===== src/rtl/fpa_controller.sv =====
// Sequencing FSM for a floating-point add datapath: load, add, normalize, done/exception.
// Optional macro FPA_NORM_TIMEOUT_EN bounds normalization to NORM_MAX_ITER shifts.
module fpa_controller #(
  parameter int NORM_MAX_ITER = 4
) (
  input  logic       clk,
  input  logic       clr,
  input  logic       start,
  input  logic       add_except,
  input  logic       norm_except,
  input  logic [4:0] mant,
  output logic       load_en,
  output logic       add_en,
  output logic       norm_en,
  output logic       done_en,
  output logic       shift_right,
  output logic       shift_left,
  output logic       norm_load,
  output logic       busy,
  output logic       done,
  output logic       except_flag,
  output logic       timeout,
  output logic [3:0] dbg_state_o
);

  typedef enum logic [3:0] {
    S_IDLE, S_LOAD, S_ADD, S_ADD_CHK, S_NORM_LD, S_NORM_CHK, S_NORM_SH, S_DONE, S_EXC
  } state_t;

  state_t state_q, state_d;
  logic   dir_right_q, dir_right_d;
  logic   timeout_d;
  logic   timeout_hit;

`ifdef FPA_NORM_TIMEOUT_EN
  logic [2:0] count_q;
  assign timeout_hit = (count_q == 3'(NORM_MAX_ITER));
`else
  // Normalization is unbounded; the iteration limit has no effect in this build.
  assign timeout_hit = (NORM_MAX_ITER < 0);
`endif

  always_comb begin
    state_d     = state_q;
    dir_right_d = dir_right_q;
    timeout_d   = 1'b0;
    case (state_q)
      S_IDLE:     if (start) state_d = S_LOAD;
      S_LOAD:     state_d = S_ADD;
      S_ADD:      state_d = S_ADD_CHK;
      S_ADD_CHK:  state_d = add_except ? S_EXC : S_NORM_LD;
      S_NORM_LD:  state_d = S_NORM_CHK;
      S_NORM_CHK: begin
        if (norm_except)                state_d = S_EXC;
        else if (mant == 5'd0)          state_d = S_DONE;
        else if (mant[4:3] == 2'b01)    state_d = S_DONE;
        else if (timeout_hit) begin
          state_d   = S_EXC;
          timeout_d = 1'b1;
        end else begin
          state_d     = S_NORM_SH;
          dir_right_d = mant[4];
        end
      end
      S_NORM_SH:  state_d = S_NORM_CHK;
      S_DONE:     state_d = S_IDLE;
      S_EXC:      state_d = S_IDLE;
      default:    state_d = S_IDLE;
    endcase
  end

  // Outputs are registered from the next state so they line up with state_q.
  always_ff @(posedge clk or negedge clr) begin
    if (!clr) begin
      state_q     <= S_IDLE;
      dir_right_q <= 1'b0;
      load_en     <= 1'b0;
      add_en      <= 1'b0;
      norm_en     <= 1'b0;
      done_en     <= 1'b0;
      shift_right <= 1'b0;
      shift_left  <= 1'b0;
      norm_load   <= 1'b0;
      busy        <= 1'b0;
      done        <= 1'b0;
      except_flag <= 1'b0;
      timeout     <= 1'b0;
`ifdef FPA_NORM_TIMEOUT_EN
      count_q     <= 3'd0;
`endif
    end else begin
      state_q     <= state_d;
      dir_right_q <= dir_right_d;
      load_en     <= (state_d == S_LOAD);
      add_en      <= (state_d == S_ADD);
      norm_en     <= (state_d == S_NORM_LD) || (state_d == S_NORM_SH);
      done_en     <= (state_d == S_DONE);
      shift_right <= (state_d == S_NORM_SH) && dir_right_d;
      shift_left  <= (state_d == S_NORM_SH) && !dir_right_d;
      norm_load   <= (state_d == S_NORM_LD);
      busy        <= (state_d != S_IDLE);
      done        <= (state_d == S_DONE);
      except_flag <= (state_d == S_EXC);
      timeout     <= timeout_d;
`ifdef FPA_NORM_TIMEOUT_EN
      if (state_q == S_NORM_LD)      count_q <= 3'd0;
      else if (state_q == S_NORM_SH) count_q <= count_q + 3'd1;
`endif
    end
  end

  assign dbg_state_o = state_q;

endmodule


===== config.mk =====
export PLATFORM = sky130hd
export DESIGN_NAME = fpa_controller
export DESIGN_NICKNAME = d
export VERILOG_FILES = /design/src/rtl/fpa_controller.sv
export SDC_FILE = /design/constraint.sdc
export NUM_CORES = 1
export LEC_CHECK = 0
export BUFFER_PORTS_ARGS = -buffer_cell sky130_fd_sc_hd__clkbuf_2
export CORE_AREA = 5 5 45 47
export DETAILED_ROUTE_END_ITERATION = 10
export DIE_AREA = 0 0 50 52
export PLACE_DENSITY = 0.68
export SLEW_MARGIN = 20
export SYNTH_ARGS = -nofsm -noshare
export SYNTH_HDL_FRONTEND = slang
export SYNTH_SLANG_ARGS = --single-unit

===== constraint.sdc =====
create_clock -name clk -period 3.1 [get_ports clk]
set_clock_uncertainty 0.1 [all_clocks]
set_input_delay 0.31 -clock clk [delete_from_list [all_inputs] [get_ports clk]]
set_output_delay 0.31 -clock clk [all_outputs]
set_load 0.03 [all_outputs]

* After elaboration in Yosys (flattened, before gate mapping)
Index checks and enable logic that the tools add are counted.
** Word-level totals
- Bits of input ports :: 10
- Logic and storage cells :: 42
- Output and inout port bits :: 15
- Flip-flop bits (word level) :: 14
** Cells by class
- Reductions and logical operators :: 8
- Eq/ne operators :: 13
- Mux-type cells :: 10
** Operator list (number)
- $eq 4x3->1 const B :: 6
- $pmux 4 s6 :: 1
- $eq 4x2->1 const B :: 3
- $mux 4 :: 3
- $eq 4x1->1 const B :: 2
- $mux 1 :: 6
- $logic_not 5->1 :: 1
- $eq 4x4->1 const B :: 1
- $logic_not 4->1 :: 1
- $reduce_bool 4->1 :: 1
- $eq 2x1->1 const B :: 1
- $logic_and 1x1->1 :: 2
- $reduce_or 2->1 :: 1
- $logic_not 1->1 :: 1
- $logic_or 1x1->1 :: 1

* Logic depth before layout (Yosys ltp)
Gate-level depths: netlist of the first run.
- Depth in word-level cells :: 7
- Gate-level depth with buffers :: 4
- Gate-level depth less buffers :: 3

* Worst setup path before layout of the first run
Ideal clock, no wire load.
- Kind :: reg-to-reg
- From :: reg state_q[3] (netlist: dbg_state_o[3])
- To :: reg busy
- Data required time :: 2.935 ns
- Data arrival time :: 1.403 ns
- Period minus slack after synthesis :: 1.568 ns
- Setup time :: 0.065 ns
- Setup slack :: 1.532 ns
- Stages on the path, launching flop included :: 5
- Path buffers :: 1
- Path through :: dfrtp_1 -> buf_6 -> nand4bb_4 -> a2111oi_4 -> or3_1
** Between the ends
- Longest elaborated chain between the ends :: 4
- Elaborated cells between the ends (all ways) :: 11
- Classes of those cells :: 6 x eq/ne; 2 x mux; 3 x reduce/logical
** RTL lines
- start, declared :: RTL line 30 : state_t state_q, state_d;
- start signal, assigned :: RTL line 92 : state_q <= state_d;
- $eq 4x3->1 :: RTL line 47 : case (state_q)
- $reduce_or 2->1 (no line)
- $pmux 4 s6 (*) :: RTL line 47
- $reduce_bool 4->1 (*) :: RTL line 101 : busy <= (state_d != S_IDLE);
- end signal, assigned :: RTL line 101
- end, declared :: RTL line 19 : output logic busy,
Mark *: on every way between the ends. The rest lies on a longest branch, timed or not.

* Final worst setup path of the first run
- From :: reg state_q[0] (netlist: dbg_state_o[0])
- To :: out dbg_state_o[0]
** RTL lines
- end, declared :: RTL line 23 : output logic [3:0] dbg_state_o
No word-level cell between the ends.

==> impl_metrics.csv, run 1 <==
group,metric,value,unit
layout,fin_nets,87,
die,start_util,38.6,%
synth,syn_inst,54,
cts,cts_resized,0,
power_and_ir_drop,seqPwrFrac,42.5,%
grt,grt_pass1_vias,427,
power_and_ir_drop,pwr-share-comb,42.5,%
critical_path,path_cells,"clkbuf_2",
detailed_routing,dr.pass1.iters,3,
power_and_ir_drop,internal_power,374,uW
critical_path,worst-path-stages,1,
place,dp_worst_setup_slack,1.54,ns
cts,clkLatencyLatePin,0.27,ns
grt,use_met1,10.8,%
timing,rsz0062_at_grt,"no",
cts,cts.clk_slew.worst_paths,0.07,ns
synth,synth_top_area_share,52.2,%
timing,final-setup-viol-count,0,
cts,post_cts_buffers,0,
critical_path,crit_arrival,1.16,ns
critical_path,timing.rr.start,"dbg_state_o[3]$_DFF_PN0_",
layout,regArea,325,um2
die,ioPinCount,25,
power_and_ir_drop,ir_worst_vdd,0.339,mV
grt,gr-usage-met3,2.01,%
synth,synth_fp_nets,64,
layout,multiInputGateArea,240,um2
layout,post-route-util,46.2,%
synth,ys_ff_latch,13,
synth,synthArstFlopShare,100,%
synth,yosysWarnings,0,
layout,fillers,166,
synth,yosysSeqAreaShare,52.2,%
critical_path,path_buf_inv,1,
die,coreArea,1610,um2
die,die_height,52,um
power_and_ir_drop,power_density,905,nW/um2
place,hpwl,869,um
layout,area_growth,19.7,%
cts,cts_tree,"done",
critical_path,slowest_stage,"dfrtp_1",
job,maxCapViolations,0,
detailed_routing,vias,446,
synth,synth_area_leaders,"dfrtp_1 52%, a2111oi_4 4.4%, nand4bb_4 4.4%, nor3_1 4.0%, buf_4 3.6%",
grt,grt_use_met2,15.1,%
critical_path,endpoint,"dbg_state_o[0]",
timing,period_share,50.6,%
grt,grt_usage,9.51,%
grt,grt_pass1_wl,1890,um
die,rows,15,
critical_path,rrSetupSlack,1.57,ns
detailed_routing,route.detailed.drc,0,
critical_path,r2r_cells,3,
timing,fin_setup_tns,0,ns
grt,grt_start_max_net_pins,14,
synth,ys.flop_type,"dfrtp_1",
place,globalplace.congestion,0.664,
grt,grt_remaining_overflow,0,
power_and_ir_drop,cellLeakagePower,0.376,nW
synth,netlist_top_cells_count,"13 x dfrtp_1, 6 x nor2_1, 5 x nor3_1",
detailed_routing,viasPerCell,4.80,
detailed_routing,ant_nets,0,
timing,hold-worst-slack,0.115,ns
synth,synth_most_common_cell,"dfrtp_1",
layout,drive_gt1_share,39.5,%
detailed_routing,finalWirelength,1150,um
worst_hold_path,worstHoldPathType,"primary input to register",
cts,root_buffer,"clkbuf_4",
synth,synth_area,623,um2
critical_path,path_class,"register to output pin",
layout,diodes,0,
critical_path,timing.rr.end,"busy$_DFF_PN0_",
synth,synth.distinct_cells,26,
detailed_routing,drtIter0Drc,4,
critical_path,crit_path_start,"dbg_state_o[0]$_DFF_PN0_",
timing,hold_violations,0,
timing,fin_crit,1.57,ns
critical_path,end_kind,"output pin",
die,die_x,50,um
critical_path,critPathMaxFanout,12,
cts,cts_buffers,3,
synth,syn_area_per_cell,11.5,um2
power_and_ir_drop,p_clk_share,14.9,%
grt,grt_busiest_layer,"met2",
die,die-area,2600,um2
detailed_routing,wl_per_cell,12.4,um
synth,yosys.area.top_type,"dfrtp_1",
synth,synth_edf_count,0,
timing,slew_viol_final,0,
critical_path,worstSetupStartpointType,"register",
cts,max-clock-path-buffers,2,
place,portBuffers,23,
grt,antenna_found_initial,0,
timing,worst_slack,1.53,ns
cts,cts_max_level,1,
critical_path,critical_path_required,2.69,ns
critical_path,slowest_delay,0.61,ns
outcome,status,"completed",
power_and_ir_drop,switching_share,44.6,%
critical_path,cpLargestDelayFamily,"flip-flops",
cts,numClockSinks,13,
power_and_ir_drop,p_sw,301,uW
timing,fmax,637,MHz
==> registers in the layout, indices dropped and copies added, names as in the netlist <==
signal	flops
norm_load	1
dbg_state_o	4
except_flag	1
busy	1
shift_left	1
norm_en	1
load_en	1
add_en	1
done	1
shift_right	1
==> stage by stage <==
stage | std cells | power (mW) | cell area (um2)
after floorplan | 54 | 0.518 | 623
after global placement | 88 | 0.568 | 709
after detailed placement | 88 | 0.573 | 709
after CTS | 93 | 0.681 | 746
after global routing | 93 | 0.729 | 746
final | 93 | 0.675 | 746
==> what timing repair did <==
item                                   4_1_cts  5_1_grt
setup endpoints to repair                    0        0
endpoints found under the hold margin       13        0
hold buffers                                 1        0
==> layout make-up <==
type                    instances  share of cell area (%)
clock buffers                   4                    3.52
inverters                       2                    1.01
multi-input cells              33                    32.2
flip-flops and latches         13                    43.6
well taps                      17                    2.85
repair buffers                 24                    16.8
==> cells in the final DEF, fill, tap and decap left out, drive strengths merged, types with 2 or more instances in the layout <==
| master | n |
|---|---|
| clkbuf | 27 |
| dfrtp | 13 |
| nor2 | 6 |
| nor3 | 5 |
| nor3b | 3 |
| inv | 2 |
| a21oi | 2 |
| or3 | 2 |
| and3 | 2 |
==> how the worst min path moves through the flow <==
stage | endpoint | start | slack [ns] | cells after the start
final | shift_left$_DFF_PN0_ | mant[3] | 0.11 | 2
after floorplan | add_en$_DFF_PN0_ | clr | -0.09 | 0
after global placement | add_en$_DFF_PN0_ | clr | 0.11 | 1
after CTS | shift_left$_DFF_PN0_ | mant[3] | 0.10 | 2
after detailed placement | add_en$_DFF_PN0_ | clr | 0.12 | 1
after global routing | shift_left$_DFF_PN0_ | mant[3] | 0.09 | 2
==> per-layer routing <==
layer  vias to the layer above  part of all wire, %
met5                         -                    0
met2                        11                   50
met1                       208                   43
met3                         2                  5.6
met4                         0                  1.9
li1                        225                    -
==> cell families (layout without fill, tap and decap cells) <==
group           count (synthesis)  in the layout  synth area share (%)
compound gates                  5              5                  8.23
buf+inv                         8             30                  9.24
flops                          13             13                  52.2
mux                             1              1                  1.61
other cells                     1              1                 0.602
simple gates                   26             26                  28.1
==> power by group through the flow <==
| stage | logic, mW | clock network [mW] | registers (mW) |
|---|---|---|---|
| final | 0.287 | 0.101 | 0.287 |
| after global routing | 0.313 | 0.119 | 0.297 |
| after detailed placement | 0.285 | 0 | 0.288 |
| after global placement | 0.282 | 0 | 0.286 |
| after CTS | 0.290 | 0.106 | 0.285 |
| after floorplan | 0.177 | 0 | 0.341 |
No activity file was read; power rests on OpenSTA's default activity.
==> run 2: changes to the inputs <==
--- a/config.mk
+++ b/config.mk
@@ -6,9 +6,9 @@
 export NUM_CORES = 1
 export LEC_CHECK = 0
 export BUFFER_PORTS_ARGS = -buffer_cell sky130_fd_sc_hd__clkbuf_2
-export CORE_AREA = 5 5 45 47
+export CORE_AREA = 5 5 46 48
 export DETAILED_ROUTE_END_ITERATION = 10
-export DIE_AREA = 0 0 50 52
+export DIE_AREA = 0 0 51 53
 export PLACE_DENSITY = 0.68
 export SLEW_MARGIN = 20
 export SYNTH_ARGS = -nofsm -noshare
==> constraint.sdc (replaced) <==
create_clock -name clk -period 1.3 [get_ports clk]
set_clock_uncertainty 0.1 [all_clocks]
set_input_delay 0.13 -clock clk [delete_from_list [all_inputs] [get_ports clk]]
set_output_delay 0.13 -clock clk [all_outputs]
set_load 0.03 [all_outputs]
==> impl_metrics.csv, run 2 (synthesis results as in run 1) <==
group,metric,value,unit
layout,diodes,0,
die,die_x,51,um
detailed_routing,viasPerCell,4.99,
detailed_routing,finalWirelength,1440,um
cts,cts_tree,"done",
critical_path,cpLargestDelayFamily,"simple AND/OR/NAND/NOR gates",
outcome,violations,"setup timing",
die,die_height,53,um
layout,multiInputGateArea,283,um2
layout,mostFrequentLayoutCells,"21 x clkbuf_2, 9 x dfrtp_1, 8 x buf_4, 6 x nor2_1",
timing,fmax,737,MHz
worst_hold_path,hold_depth,2,
detailed_routing,ant_nets,0,
place,hpwl,1030,um
timing,fin_crit,1.36,ns
outcome,status,"finished, violations left",
die,ioPinCount,25,
die,start_util,37.3,%
cts,root_buffer,"clkbuf_4",
grt,grt_pass1_wl,2090,um
critical_path,crit_arrival,1.42,ns
critical_path,worstSetupStartpointType,"register",
critical_path,timing.rr.start,"dbg_state_o[2]$_DFF_PN0_",
die,rows,15,
die,coreArea,1670,um2
cts,numClockSinks,13,
detailed_routing,wl_per_cell,13.7,um
timing,period_share,104,%
cts,cts_max_level,1,
layout,regArea,330,um2
critical_path,end_kind,"register",
grt,grt_pass1_vias,461,
die,die-area,2700,um2
timing,rsz0062_at_grt,"yes",
cts,max-clock-path-buffers,2,
power_and_ir_drop,ir_worst_vdd,0.896,mV
critical_path,critPathMaxFanout,4,
detailed_routing,route.detailed.drc,0,
layout,mostFrequentLayoutCell,"clkbuf_2",
worst_hold_path,min_from,"norm_except",
power_and_ir_drop,cellLeakagePower,0.445,nW
grt,antenna_found_initial,0,
critical_path,timing.rr.end,"busy$_DFF_PN0_",
layout,fillers,149,
layout,post-route-util,54.5,%
timing,worst_slack,-0.0570,ns
critical_path,path_cells,"buf_12, nor3_4, nor3_2, or3_1",
layout,drive_gt1_share,55.7,%
detailed_routing,vias,524,
detailed_routing,drtIter0Drc,2,
job,maxCapViolations,0,
grt,grt_start_max_net_pins,14,
cts,cts_buffers,3,
critical_path,rrSetupSlack,-0.06,ns
critical_path,path_class,"register to register",
layout,largest_register_ffs,4,
timing,final-setup-viol-count,2,
critical_path,slowest_delay,0.43,ns
worst_hold_path,worstHoldPathType,"primary input to register",
layout,fin_area,910,um2
detailed_routing,dr.pass1.iters,4,
place,placed_area,774,um2
timing,hold_violations,0,
layout,area_growth,46.0,%
power_and_ir_drop,power_density,2160,nW/um2
cts,clkLatencyLatePin,0.28,ns
critical_path,critical_path_required,1.36,ns
cts,cts.clk_slew.worst_paths,0.08,ns
critical_path,slowest_stage,"dfrtp_2",
place,portBuffers,23,
grt,grt_remaining_overflow,0,
grt,grt_usage,11.4,%
critical_path,r2r_cells,4,
layout,fin_nets,99,
place,globalplace.congestion,0.710,
timing,slew_viol_final,0,
critical_path,path_buf_inv,1,
worst_hold_path,min_to,"done$_DFF_PN0_",
run 2: changes by cell type in the layout (fill, tap and decap cells not counted), moves of 2 or more:
cell,delta
buf_4,+8
dfrtp_2,+4
nor3_1,-3
clkbuf_2,-2
dlygate4sd3_1,+3
nor3_2,+2
dfrtp_1,-4
run 2: power breakdown:
group	switching, mW	internal, mW	leakage (nW)
clock network	0.132	0.119	0.0150
registers	0.109	0.528	0.165
logic	0.591	0.490	0.265
run 2: worst max-delay path by stage:
stage,from,slack (ns),cells after the start,end
finish,dbg_state_o[2]$_DFF_PN0_,-0.06,4,busy$_DFF_PN0_
global route,dbg_state_o[2]$_DFF_PN0_,-0.12,4,busy$_DFF_PN0_
CTS,dbg_state_o[1]$_DFF_PN0_,-0.06,3,norm_en$_DFF_PN0_
detailed placement,mant[1],-0.1,4,norm_en$_DFF_PN0_
global placement,mant[1],-0.06,4,norm_en$_DFF_PN0_
floorplan,dbg_state_o[2]$_DFF_PN0_,-0.09,4,busy$_DFF_PN0_
run 2: per-layer routing:
| layer | global-route usage, % | wire length [um] | vias up |
|---|---|---|---|
| met1 | 11.4 | 579 | 246 |
| met3 | 2.54 | 87 | 4 |
| met2 | 19.5 | 735 | 18 |
| met4 | 10.8 | 40 | 0 |
| met5 | 0 | 0 | - |
| li1 | - | - | 256 |
run 2: layout make-up:
cell class | instances | share of cell area (%)
Sequential cell | 13 | 36.3
Multi-Input combinational cell | 33 | 31.1
Timing Repair Buffer | 36 | 26.5
Clock buffer | 4 | 2.89
Tap cell | 17 | 2.34
Inverter | 2 | 0.825
run 2: timing repair:
item	in CTS	in global routing
hold buffers	4	0
pin swaps	4	4
resized for setup	0	11
setup endpoints to repair	4	9
setup buffers	1	3
endpoints found under the hold margin	16	0
run 2: worst register-to-register path, cell delays in order, from the launching register on:
cell     delay (ns)
dfrtp_2        0.43
buf_12         0.15
nor3_4         0.16
nor3_2         0.07
or3_1          0.33
run 2: stage by stage:
| step | cells | power [mW] | worst slack (ns) | hold slack, ns | setup TNS (ns) |
|---|---|---|---|---|---|
| final | 105 | 1.97 | -0.0570 | 0.0148 | -0.110 |
| after detailed placement | 93 | 1.53 | -0.0983 | -0.0553 | -0.224 |
| after global routing | 105 | 2.09 | -0.116 | 0.00648 | -0.312 |
| after floorplan | 54 | 1.31 | -0.0941 | -0.266 | -0.227 |
| after global placement | 93 | 1.51 | -0.0570 | -0.0669 | -0.132 |
| after CTS | 102 | 1.81 | -0.0619 | 0.0118 | -0.150 |
==> run 3: changes to the inputs <==
--- a/config.mk
+++ b/config.mk
@@ -10,6 +10,7 @@
 export DETAILED_ROUTE_END_ITERATION = 10
 export DIE_AREA = 0 0 51 53
 export PLACE_DENSITY = 0.68
+export RECOVER_POWER = 50
 export SLEW_MARGIN = 20
 export SYNTH_ARGS = -nofsm -noshare
 export SYNTH_HDL_FRONTEND = slang
==> impl_metrics.csv, run 3 (synthesis results as in run 1) <==
group,metric,value,unit
outcome,status,"finished, violations left",
outcome,violations,"setup timing",
place,globalplace.congestion,0.710,
grt,grt_remaining_overflow,0,
critical_path,worstSetupStartpointType,"register",
layout,fin_area,905,um2
timing,relSlewSlack,54.1,%
place,portBuffers,23,
timing,period_share,105,%
grt,grt_start_max_net_pins,14,
place,dp_worst_setup_slack,-0.0983,ns
detailed_routing,dr.pass1.iters,4,
timing,worstMarginPinSlew,0.689,ns
place,hpwl,1030,um
die,rows,15,
timing,final-setup-viol-count,2,
layout,final_cells,105,
timing,slew_viol_final,0,
critical_path,timing.rr.end,"busy$_DFF_PN0_",
critical_path,r2r_cells,4,
die,die-area,2700,um2
grt,grt_usage,11.4,%
critical_path,crit_arrival,1.42,ns
grt,antenna_found_initial,0,
detailed_routing,vias,525,
timing,rsz0062_at_grt,"yes",
critical_path,path_class,"register to register",
place,placed_area,774,um2
die,start_util,37.3,%
die,die_height,53,um
grt,grt_pass1_wl,2090,um
job,maxCapViolations,0,
cts,root_buffer,"clkbuf_4",
critical_path,critPathMaxFanout,7,
grt,grt_pass1_vias,461,
critical_path,endpoint,"busy$_DFF_PN0_",
layout,fin_nets,99,
layout,post-route-util,54.2,%
timing,fmax,735,MHz
detailed_routing,ant_nets,0,
die,die_x,51,um
power_and_ir_drop,power.total,1.97,mW
power_and_ir_drop,cellLeakagePower,0.432,nW
detailed_routing,viasPerCell,5.00,
cts,clkLatencyLatePin,0.28,ns
place,placedCellCount,93,
timing,worst_slack,-0.0599,ns
timing,hold_violations,0,
power_and_ir_drop,ir_worst_vdd,0.893,mV
detailed_routing,wl_per_cell,13.9,um
die,coreArea,1670,um2
cts,cts_buffers,3,
cts,max-clock-path-buffers,2,
layout,area_growth,45.2,%
layout,largest_register_ffs,4,
cts,cts.clk_slew.worst_paths,0.08,ns
layout,drive_gt1_share,51.1,%
critical_path,crit_path_start,"dbg_state_o[1]$_DFF_PN0_",
cts,cts_max_level,1,
detailed_routing,finalWirelength,1460,um
critical_path,end_kind,"register",
layout,mostFrequentLayoutCells,"17 x clkbuf_2, 9 x dfrtp_1, 8 x buf_4, 6 x nor2_1, 5 x clkbuf_1",
layout,diodes,0,
detailed_routing,drtIter0Drc,6,
critical_path,critical_path_required,1.36,ns
layout,mostFrequentLayoutCell,"clkbuf_2",
worst_hold_path,worstHoldPathType,"primary input to register",
power_and_ir_drop,power_density,2170,nW/um2
die,ioPinCount,25,
detailed_routing,route.detailed.drc,0,
critical_path,timing.rr.start,"dbg_state_o[1]$_DFF_PN0_",
cts,numClockSinks,13,
critical_path,rrSetupSlack,-0.06,ns
cts,cts_tree,"done",
timing,fin_crit,1.36,ns
run 3: cell counts in the layout (fill, tap and decap cells not counted):
Identical to the previous run, type by type.
run 3: worst min path at each step:
stage                            from           endpoint  slack [ns]  cells after the start
after floorplan                   clr   add_en$_DFF_PN0_       -0.27                      0
after global placement            clr  load_en$_DFF_PN0_       -0.07                      1
after detailed placement          clr  load_en$_DFF_PN0_       -0.06                      1
after CTS                 norm_except     done$_DFF_PN0_        0.01                      2
after global routing      norm_except     done$_DFF_PN0_       0.006                      2
final                     norm_except     done$_DFF_PN0_        0.02                      2
run 3: area by class of cell:
cell class	count	area [um2]
Tap cell	17	21.3
Clock buffer	4	26.3
Timing Repair Buffer	36	236
Fill cell	152	766
Inverter	2	7.51
Sequential cell	13	330
Multi-Input combinational cell	33	283
run 3: timing repair:
item,in CTS,in global routing
cloned,0,0
buffers inserted,1,3
resized for setup,0,11
hold buffers,4,0
hold endpoints to repair,16,0
pin swaps,4,4
endpoints found under the setup margin,4,9
run 3: power by group:
group	internal (mW)	switching, mW
clock network	0.119	0.132
logic	0.484	0.595
registers	0.528	0.108
run 3: per-layer routing:
metal  GRT usage, %  vias to the layer above  part of all wire [%]
li1               -                      255                     -
met1           11.4                      248                    40
met2           19.5                       18                    51
met3           2.54                        4                   6.0
met4           10.8                        0                   2.7
met5              0                        -                     0
run 3: stage by stage:
step	setup TNS [ns]	hold WS, ns
floorplan	-0.227	-0.266
global placement	-0.132	-0.0669
detailed placement	-0.224	-0.0553
CTS	-0.150	0.0118
global route	-0.312	0.00648
finish	-0.113	0.0151
run 3: worst max-delay path, stage by stage (launching register included):
cell	delay, ns
dfrtp_2	0.46
buf_4	0.17
nor3_4	0.11
nor3_2	0.07
or3_1	0.33
